### src/rtl/mc_ctrl.sv
// Multi-cycle sequencer for the MIPS core: walks IF/ID/EXE/MEM/WB/BR/JMP/HALT
// and decodes the IR opcode/funct into every datapath enable and select.
module mc_ctrl (
  input  logic       clk,
  input  logic       rst,
  input  logic [5:0] opcode,
  input  logic [5:0] funct,
  input  logic       zero,
  input  logic       mem_ack,
  output logic       pcwr,
  output logic       irwr,
  output logic       regwr,
  output logic       dmrd,
  output logic       dmwr,
  output logic [1:0] npc_op,
  output logic [2:0] alu_op,
  output logic [1:0] ext_op,
  output logic       bsel,
  output logic [1:0] regdst,
  output logic [1:0] wdsel,
  output logic       retire,
  output logic       illegal,
  output logic [2:0] state
);

  localparam logic [2:0] S_IF   = 3'd0;
  localparam logic [2:0] S_ID   = 3'd1;
  localparam logic [2:0] S_EXE  = 3'd2;
  localparam logic [2:0] S_MEM  = 3'd3;
  localparam logic [2:0] S_WB   = 3'd4;
  localparam logic [2:0] S_BR   = 3'd5;
  localparam logic [2:0] S_JMP  = 3'd6;
  localparam logic [2:0] S_HALT = 3'd7;

  localparam logic [2:0] ALU_ADD = 3'b000;
  localparam logic [2:0] ALU_SUB = 3'b001;
  localparam logic [2:0] ALU_OR  = 3'b010;

  localparam logic [1:0] EXT_ZERO = 2'b00;
  localparam logic [1:0] EXT_SIGN = 2'b01;
  localparam logic [1:0] EXT_HI   = 2'b10;

  logic [2:0] state_q, state_d;
  logic       illegal_q, illegal_d;

  logic rtype;
  logic is_addu, is_subu, is_jr;
  logic is_ori, is_lui, is_lw, is_sw;
  logic is_beq, is_j, is_jal;
  logic is_alu, is_jmp;

  assign rtype   = (opcode == 6'b000000);
  assign is_addu = rtype & (funct == 6'b100001);
  assign is_subu = rtype & (funct == 6'b100011);
  assign is_jr   = rtype & (funct == 6'b001000);
  assign is_ori  = (opcode == 6'b001101);
  assign is_lui  = (opcode == 6'b001111);
  assign is_lw   = (opcode == 6'b100011);
  assign is_sw   = (opcode == 6'b101011);
  assign is_beq  = (opcode == 6'b000100);
  assign is_j    = (opcode == 6'b000010);
  assign is_jal  = (opcode == 6'b000011);

  assign is_alu = is_addu | is_subu | is_ori
                | is_lui | is_lw | is_sw;
  assign is_jmp = is_j | is_jal | is_jr;

  always_ff @(posedge clk) begin
    if (!rst) begin
      state_q   <= S_IF;
      illegal_q <= 1'b0;
    end else begin
      state_q   <= state_d;
      illegal_q <= illegal_d;
    end
  end

  always_comb begin
    state_d   = state_q;
    illegal_d = illegal_q;
    unique case (state_q)
      S_IF: state_d = S_ID;
      S_ID: begin
        unique case (1'b1)
          is_alu:  state_d = S_EXE;
          is_beq:  state_d = S_BR;
          is_jmp:  state_d = S_JMP;
          default: begin
            state_d   = S_HALT;
            illegal_d = 1'b1;
          end
        endcase
      end
      S_EXE: state_d = (is_lw | is_sw) ? S_MEM : S_WB;
      S_MEM: begin
        if (mem_ack) state_d = is_lw ? S_WB : S_IF;
      end
      S_WB:   state_d = S_IF;
      S_BR:   state_d = S_IF;
      S_JMP:  state_d = S_IF;
      S_HALT: state_d = S_HALT;
    endcase
  end

  // ALU/extender selects of the decoded instruction, held from EXE to WB
  logic [2:0] alu_x;
  logic [1:0] ext_x;
  logic       bsel_x;

  always_comb begin
    alu_x  = ALU_ADD;
    ext_x  = EXT_ZERO;
    bsel_x = 1'b0;
    unique case (1'b1)
      is_subu: alu_x = ALU_SUB;
      is_ori: begin
        ext_x  = EXT_ZERO;
        bsel_x = 1'b1;
        alu_x  = ALU_OR;
      end
      is_lui: begin
        ext_x  = EXT_HI;
        bsel_x = 1'b1;
      end
      is_lw, is_sw: begin
        ext_x  = EXT_SIGN;
        bsel_x = 1'b1;
      end
      default: ;
    endcase
  end

  always_comb begin
    pcwr   = 1'b0;
    irwr   = 1'b0;
    regwr  = 1'b0;
    dmrd   = 1'b0;
    dmwr   = 1'b0;
    npc_op = 2'b00;
    alu_op = ALU_ADD;
    ext_op = EXT_ZERO;
    bsel   = 1'b0;
    regdst = 2'b00;
    wdsel  = 2'b00;
    retire = 1'b0;
    if (rst) begin
      unique case (state_q)
        S_IF: begin
          irwr = 1'b1;
          pcwr = 1'b1;
        end
        S_ID: ;
        S_EXE: begin
          alu_op = alu_x;
          ext_op = ext_x;
          bsel   = bsel_x;
        end
        S_MEM: begin
          alu_op = alu_x;
          ext_op = ext_x;
          bsel   = bsel_x;
          dmrd   = is_lw;
          dmwr   = is_sw;
          retire = is_sw & mem_ack;
        end
        S_WB: begin
          alu_op = alu_x;
          ext_op = ext_x;
          bsel   = bsel_x;
          regwr  = 1'b1;
          retire = 1'b1;
          regdst = rtype ? 2'b01 : 2'b00;
          wdsel  = is_lw ? 2'b01 : 2'b00;
        end
        S_BR: begin
          alu_op = ALU_SUB;
          npc_op = 2'b01;
          pcwr   = zero;
          retire = 1'b1;
        end
        S_JMP: begin
          pcwr   = 1'b1;
          retire = 1'b1;
          npc_op = is_jr ? 2'b11 : 2'b10;
          if (is_jal) begin
            regwr  = 1'b1;
            regdst = 2'b10;
            wdsel  = 2'b10;
          end
        end
        S_HALT: ;
      endcase
    end
  end

  assign illegal = illegal_q;
  assign state   = state_q;

endmodule

### config.mk
export PLATFORM = sky130hd
export DESIGN_NAME = mc_ctrl
export DESIGN_NICKNAME = d
export VERILOG_FILES = /design/src/rtl/mc_ctrl.sv
export SDC_FILE = /design/constraint.sdc
export NUM_CORES = 1
export LEC_CHECK = 0
export CORE_AREA = 3 3 40 42
export DETAILED_ROUTE_END_ITERATION = 8
export DIE_AREA = 0 0 43 45
export DONT_BUFFER_PORTS = 1
export PLACE_DENSITY_LB_ADDON = 0.12
export SETUP_SLACK_MARGIN = 0.05
export SLEW_MARGIN = 25
export SYNTH_ARGS = -nofsm -noshare
export SYNTH_HDL_FRONTEND = slang
export SYNTH_SLANG_ARGS = --single-unit
### constraint.sdc
create_clock -name clk -period 1.7 [get_ports clk]
set_input_delay 0.085 -clock clk [delete_from_list [all_inputs] [get_ports clk]]
set_output_delay 0.085 -clock clk [all_outputs]
set_load 0.02 [all_outputs]
; ---- After elaboration in Yosys (flattened, before gate mapping)
; Index checks and enable logic that the tools add are counted.
[totals]
ff_bits = 4
latchBits = 0
ram_bits = 0
mem_bits_ro = 0
input_bits = 16
out_inout_bits = 22
word_cells = 79
memories = 0
[classes]
add_sub_neg = 0
mul = 0
div = 0
magnitude_cmp = 0
n_eq_ne = 18
shifts = 0
mux = 37
bitwise = 13
n_reduce_logical = 9
[ops]
columns = op, n
row1 = $eq 6x6->1 const B, 4
row2 = $pmux 2 s2, 5
row3 = $eq 6x4->1 const B, 3
row4 = $pmux 3 s6, 1
row5 = $mux 1, 16
row6 = $eq 3x3->1 const B, 4
row7 = $eq 6x2->1 const B, 2
row8 = $mux 2, 6
row9 = $mux 3, 4
row10 = $pmux 3 s3, 1
row11 = $reduce_or 3->1, 3
row12 = $or 1x1->1, 8
row13 = $eq 3x2->1 const B, 2
row14 = $eq 6x3->1 const B, 1
row15 = $logic_not 6->1, 1
row16 = $pmux 1 s2, 3
row17 = $pmux 3 s2, 1
row18 = $and 1x1->1, 4
row19 = $reduce_or 2->1, 2
row20 = $reduce_or 4->1, 1
row21 = $eq 3x1->1 const B, 1
row22 = $logic_not 3->1, 1
row23 = $ne 2x2->1 const B, 1
row24 = $reduce_and 2->1, 1
row25 = $not 1->1, 1

; ---- Logic depth before layout (Yosys ltp)
; Gate-level depths: netlist (run 1).
[logic_depth]
word_depth = 10
mapped_depth = 5
depth_no_buf = 4

; ---- Worst setup path before layout (run 1)
; OpenSTA, ideal clock, no wires.
[synth_timing]
path_type = reg2out
start = register state_q[2], in the netlist state[2]
end = output port wdsel[1]
arrival_time_ns = 1.975
t_required_ns = 1.615
slack_ns = -0.360
path_stages_with_launch = 5
path_buffers = 2
path_cell_list = dfxtp_1 > clkbuf_1 > nand2_1 > nor4_1 > buf_4
[synth_via]
elab_chain_cells = 3
word_cells_on_any_way = 4
cone_classes = eq/ne: 2 / mux: 2
[synth_rtl]
columns = item, line
row1 = from (decl), 43  ; logic [2:0] state_q, state_d;
row2 = from (signal assigned), 73  ; state_q <= state_d;
row3 = $eq 3x3->1, 147  ; unique case (state_q)
row4 = $pmux 2 s2 *, 147
row5 = $mux 2 *, 146  ; if (rst) begin
row6 = to (decl), 20  ; output logic [1:0] wdsel,
; Every way passes the cells marked *; elsewhere a longest branch is shown, timed or not.

; ---- Final worst setup path (run 1)
[layout_timing]
start = register state_q[0], in the netlist state[0]
end = output port alu_op[1]
[layout_via]
elab_chain_cells = 4
word_cells_on_any_way = 7
cone_classes = eq/ne: 4 / mux: 2 / reduce/logical: 1
[layout_rtl]
columns = item, line
row1 = $eq 3x3->1 or $eq 3x2->1 (tied branches), 147
row2 = $reduce_or 3->1 (no source line), n/a
row3 = $pmux 3 s2 *, 147
row4 = $mux 3 *, 146
row5 = to (decl), 16  ; output logic [2:0] alu_op,
; Marks and branches as above.

==> metrics.yaml, run 1 <==
outcome:
  run_status: "complete, no violations"
sta:
  report.final.setup_viol: 0
  post-route-period-util: 0.917
  finalMaxSlewViolations: 0
  rsz0062_at_grt: "true"
  maxClockFrequency_mhz: 641
  final.setup.tns_ns: 0
  timing.clock.skew_ns: 0.000285
  layout_min_cycle_time_ns: 1.56
  hold_viol: 0
  setup_ws_ns: 0.140
grt:
  first_pass_grt_wire_length_microns: 3300
  antenna_found_initial: 0
  pin_count_of_the_biggest_net_entering_global_routing: 12
  all_layer_gr_usage: 0.220
  globalRouteOverflowTotal: 0
  first_global_vias: 747
power:
  max_vdd_drop_mv: 0.533
  power_per_unit_of_standard_cell_area_nw_per_um2: 1190
  power.static_leakage_nw: 0.292
die:
  floorplan.core_area_sq_um: 1280
  pin_count: 38
  initial_core_util: 0.468
  row_count: 13
  chip_height_microns: 45
  die_width_microns: 43
  die-area_sq_um: 1940
setup_path:
  cp_slowest_stage_delay_ns: 0.35
  worstSetupEndpointType: "output port"
  rr_worst_depth: 4
  critical_path_class: "register to output port"
  critPathArrivalTime_ns: 1.47
  crit_path_top_delay_cell: "dfxtp_1"
  crit_chain: "nor2_2 > mux2_2 > nand2_1 > nor4_2 > buf_4"
  critical_path_maximum_fanout: 5
  worst_setup_path_start_kind: "register"
  crit_required_ns: 1.62
min_path:
  hold_path.class: "primary input to register"
  hold-path-cell-count: 2
drt:
  drcViolationCount: 0
  route.antenna.remaining_nets: 0
  via_count: 780
  drt-vias-per-instance: 6.24
  detail_route.wirelength_microns: 1970
  detail_route.wl_per_cell_microns: 15.8
  detail_route.first_pass.iterations: 4
  first_iter_violations: 24
logic_synthesis:
  synth_seq_area_share: 0.133
  netlist_instances: 93
  synthesis_warnings: 0
  synth_edf_count: 0
  syn_area_per_cell_sq_um: 6.47
  async_flop_share: 0
  synth-main-ff-cell: "dfxtp_1"
  synth.largest_area_cell: "dfxtp_1"
  synth.cell_area_sq_um: 602
  mappedNetlistNets: 109
  post_synth_most_frequent_cells: "nor2_1 (11), nand2_1 (9), nor3_1 (7)"
  synth.ff_latch_count: 4
  synth_top_area_frac: 0.133
  synthDistinctLibCells: 38
  synth_top_cells_by_area: "dfxtp_1 (13%), nor2_1 (6.9%), nor3_1 (5.8%)"
  synth.most_common_cell: "nor2_1"
placement:
  globalplace.congestion: 0.840
  port-buffer-count: 0
  dpl.hpwl_microns: 1460
  pre_cts_slack_ns: 0.304
clock_network:
  clock_latency_ns: 0.24
  cts.clk_slew.worst_paths_ns: 0.04
  cts_buffers: 3
  clock_path_buffers: 2
  tritoncts: "done"
  cts.htree.levels: 1
  clk_root_buffer_cell: "clkbuf_4"
  tritoncts_num_sinks: 4
run:
  cap_violations: 0
final_layout:
  num-nets-final: 128
  antenna_cells: 0
  filler_cell_count: 128
  final_layout_size_suffix_gt1_frac: 0.309
  flow.area_growth_from_synthesis_pct: 32.6
## worst paths after layout
kind | slack, ns | to | from
worst max-delay path | 0.14 | alu_op[1] | state[0]
worst min register to register | 0.57 | illegal | illegal
worst max register to register | 0.35 | illegal | state[1]
worst min-delay path | 0.008 | state[1] | rst
## placed cells by master, fill, tap and decap left out, drive strengths merged, types with 2 or more instances in the layout
cell     n
inv      6
nor3     7
nor4     5
o21a     2
dfxtp    4
nand2    9
nand3b   2
nand2b   2
clkbuf   3
buf     20
a21oi    6
nor4b    2
a211oi   2
or2      2
o22ai    2
o21ai    4
nor2    11
nand4    2
## metal layers
metal / part of all wire / track usage / up-vias / wire length [microns]
li1: - / - / 377 / -
met1: 0.40 / 0.293 / 340 / 784
met2: 0.45 / 0.353 / 60 / 896
met3: 0.14 / 0.0438 / 3 / 274
met4: 0.0081 / 0.0783 / 0 / 16
met5: 0 / 0 / - / 0
## critical path: cells and delay by family, from the launching register on
family                 cells  cell delay, ns
muxes                      1            0.17
DFF                        1            0.35
and+or+nand+nor            3            0.54
buffers and inverters      1            0.18
## stage by stage
stage | power, W | hold slack (ns) | cells | util | area [sq um]
2_1_floorplan | 0.000621 | 0.222 | 93 | - | 623
3_3_place_gp | 0.000791 | 0.207 | 121 | 0.587 | 754
3_5_place_dp | 0.000797 | 0.212 | 121 | 0.587 | 754
4_1_cts | 0.000924 | 0.0186 | 125 | 0.612 | 787
5_1_grt | 0.00102 | 0.0166 | 125 | 0.621 | 798
6_report | 0.000950 | 0.00789 | 125 | 0.621 | 798
## cell type report
cell class                      instances  area [sq um]  share of cell area
Clock buffer                            3          22.5              0.0282
Sequential cell                         4          82.6               0.103
Timing Repair Buffer                   21           160               0.201
Inverter                                6          22.5              0.0282
Multi-Input combinational cell         76           492               0.616
Tap cell                               15          18.8              0.0235
## kinds of logic (layout without fill, tap and decap cells)
| logic type | after synthesis | count (layout) | synth area share |
|---|---|---|---|
| flip-flops | 4 | 4 | 0.133 |
| buffers and inverters | 13 | 30 | 0.0998 |
| multiplexers | 1 | 1 | 0.0187 |
| AND/OR/NAND/NOR | 48 | 48 | 0.447 |
| XOR/XNOR | 1 | 1 | 0.0146 |
| other | 1 | 1 | 0.00623 |
| AO/OA/AOI/OAI | 25 | 25 | 0.281 |
## power breakdown
| part | internal, W | switching [W] |
|---|---|---|
| clock | 0.0000794 | 0.0000453 |
| sequential | 0.000139 | 0.0000839 |
| combinational | 0.000258 | 0.000345 |
## flip-flops by register name (all words and copies together), names as in the netlist
| signal | cells |
|---|---|
| illegal | 1 |
| state | 3 |
## timing repair
item / 4_1_cts / 5_1_grt
setup endpoints to repair: 0 / 10
gates resized for setup: 0 / 4
setup buffers: 0 / 0
hold endpoints to repair: 1 / 0
hold buffers: 1 / 0
Note: power is estimated with default switching activity, not from simulation.
==> inputs of run 2 (changes only) <==
- CORE_AREA: 3 3 40 42 -> 10 10 47 49
- DIE_AREA: 0 0 43 45 -> 0 0 57 59
==> metrics.yaml, run 2 (synthesis results as in run 1) <==
clock_network:
  clock_latency_ns: 0.24  # about the same
  post-cts-setup-buffer-count: 0  # unchanged
  clock_path_buffers: 2  # unchanged
  cts.htree.levels: 1  # unchanged
  cts.clk_slew.worst_paths_ns: 0.04  # about the same
  tritoncts_num_sinks: 4  # unchanged
  cts_buffers: 3  # unchanged
  clk_root_buffer_cell: "clkbuf_4"
  tritoncts: "done"
sta:
  post-route-period-util: 0.919  # +0.00126
  timing.clock.skew_ns: 0.00484  # +0.00455 ns
  maxClockFrequency_mhz: 640  # -0.14%
  layout_min_cycle_time_ns: 1.56  # +0.00214 ns
  final.setup.tns_ns: 0  # unchanged
  setup_ws_ns: 0.138  # -0.00214 ns
  hold_viol: 0  # unchanged
  report.final.setup_viol: 0  # unchanged
  rsz0062_at_grt: "false"
  finalMaxSlewViolations: 0  # unchanged
final_layout:
  antenna_cells: 0  # unchanged
  flow.area_growth_from_synthesis_pct: 34.7
  finish.cell_count_without_fillers: 126  # +0.80%
  most-common-layout-cells: "buf_4 (20), nor2_1 (10), nand2_1 (8)"
  filler_cell_count: 149  # +16%
  number_of_flip_flops_under_the_largest_register_name: 3  # unchanged
  layout.area.seq_sq_um: 86.3  # +4.5%
  final_layout_size_suffix_gt1_frac: 0.327  # +0.0182
  num-nets-final: 128  # unchanged
  multiInputGateArea_sq_um: 499  # +1.5%
  final_common_cell: "buf_4"
  post-route-util: 0.579  # -0.0427
min_path:
  worstHoldEndpoint: "state[2]"
  min-delay-start: "rst"
  hold_path.class: "primary input to register"
  hold-path-cell-count: 2  # unchanged
die:
  die_width_microns: 57  # +33%
  die-area_sq_um: 3360  # +74%
  chip_height_microns: 59  # +31%
  row_count: 14  # +1
  initial_core_util: 0.429  # -0.0389
  floorplan.core_area_sq_um: 1400  # +9.1%
  pin_count: 38  # unchanged
power:
  max_vdd_drop_mv: 0.793  # +49%
  power.static_leakage_nw: 0.294  # +0.67%
  fin_total_pwr_w: 0.000963  # +1.3%
  power_per_unit_of_standard_cell_area_nw_per_um2: 1190  # -0.23%
setup_path:
  crit_chain: "buf_4 > nor4b_2 > nand4_1 > a21oi_1 > buf_4"
  critical_path.reg2reg.endpoint: "illegal"
  worst_setup_path_start_kind: "register"
  critical_path_class: "register to output port"
  worstSetupEndpointType: "output port"
  r2r_setup_slack_ns: 0.39  # +0.04 ns
  crit_required_ns: 1.62  # about the same
  cp_slowest_stage_delay_ns: 0.35  # about the same
  rr_worst_depth: 4  # unchanged
  critPathArrivalTime_ns: 1.48  # about the same
  crit-reg2reg-launch: "state[1]"
  critical_path_maximum_fanout: 6  # +1
  critical_path.most_common_cell: "buf_4"
  crit_path_top_delay_cell: "dfxtp_2"
drt:
  drt-vias-per-instance: 5.83  # -6.5%
  detail_route.first_pass.iterations: 4  # unchanged
  drcViolationCount: 0  # unchanged
  first_iter_violations: 11  # -54%
  via_count: 735  # -5.8%
  route.antenna.remaining_nets: 0  # unchanged
  detail_route.wl_per_cell_microns: 16.8  # +6.5%
  detail_route.wirelength_microns: 2120  # +7.3%
placement:
  dpl.hpwl_microns: 1660  # +13%
  post-place-cells: 122  # +0.83%
  pre_cts_slack_ns: 0.237  # -0.0673 ns
  port-buffer-count: 0  # unchanged
  globalplace.congestion: 0.813  # -3.2%
run:
  cap_violations: 0  # unchanged
grt:
  pin_count_of_the_biggest_net_entering_global_routing: 13  # +1
  all_layer_gr_usage: 0.128  # -0.0921
  globalRouteOverflowTotal: 0  # unchanged
  first_pass_grt_wire_length_microns: 3550  # +7.7%
  antenna_found_initial: 0  # unchanged
  first_global_vias: 745  # -0.27%
outcome:
  run_status: "complete, no violations"
==> run 2: how the worst max path moves through the flow <==
stage / from / to
final: state[0] / npc_op[0]
after global routing: state[0] / npc_op[0]
after CTS: state[0] / npc_op[0]
after detailed placement: state[1] / npc_op[0]
after global placement: state[1] / npc_op[0]
after floorplan: state[2] / wdsel[1]
==> run 2: worst max-delay path, delay by kind of cell (launching register included) <==
kind	cells	cell delay, ns
DFF	1	0.35
buffers and inverters	2	0.33
AOI/OAI and AO/OA	1	0.16
and+or+nand+nor	2	0.39
==> run 2: metal layers <==
metal | track usage | wire length (microns) | vias to the layer above | part of all wire
li1 | - | - | 375 | -
met1 | 0.145 | 904 | 338 | 0.43
met2 | 0.203 | 1020 | 20 | 0.48
met3 | 0.0644 | 178 | 2 | 0.084
met4 | 0.0403 | 14 | 0 | 0.0066
met5 | 0 | 0 | - | 0
==> run 2: area by class of cell <==
type	count	area share
inverter	6	0.0278
timing repair buffer	21	0.198
multi-input combinational	76	0.616
sequential	4	0.106
clock buffer	3	0.0278
tap	16	0.0247
==> run 2: through the flow <==
stage	hold slack (ns)	instance area, sq um
after floorplan	0.222	623
after global placement	0.215	756
after detailed placement	0.211	756
after CTS	0.0269	791
after global routing	0.0461	811
final	0.0363	811
==> run 2: report_power, final <==
group / internal (W) / switching [W]
registers: 0.000145 / 0.000104
clock network: 0.0000790 / 0.0000400
logic: 0.000269 / 0.000326
total: 0.000493 / 0.000470
==> run 2: repair_timing <==
item / CTS / global route
resized for setup: 2 / 6
hold buffers: 1 / 0
pin swaps: 0 / 2
endpoints found under the hold margin: 1 / 0
setup endpoints to repair: 3 / 3
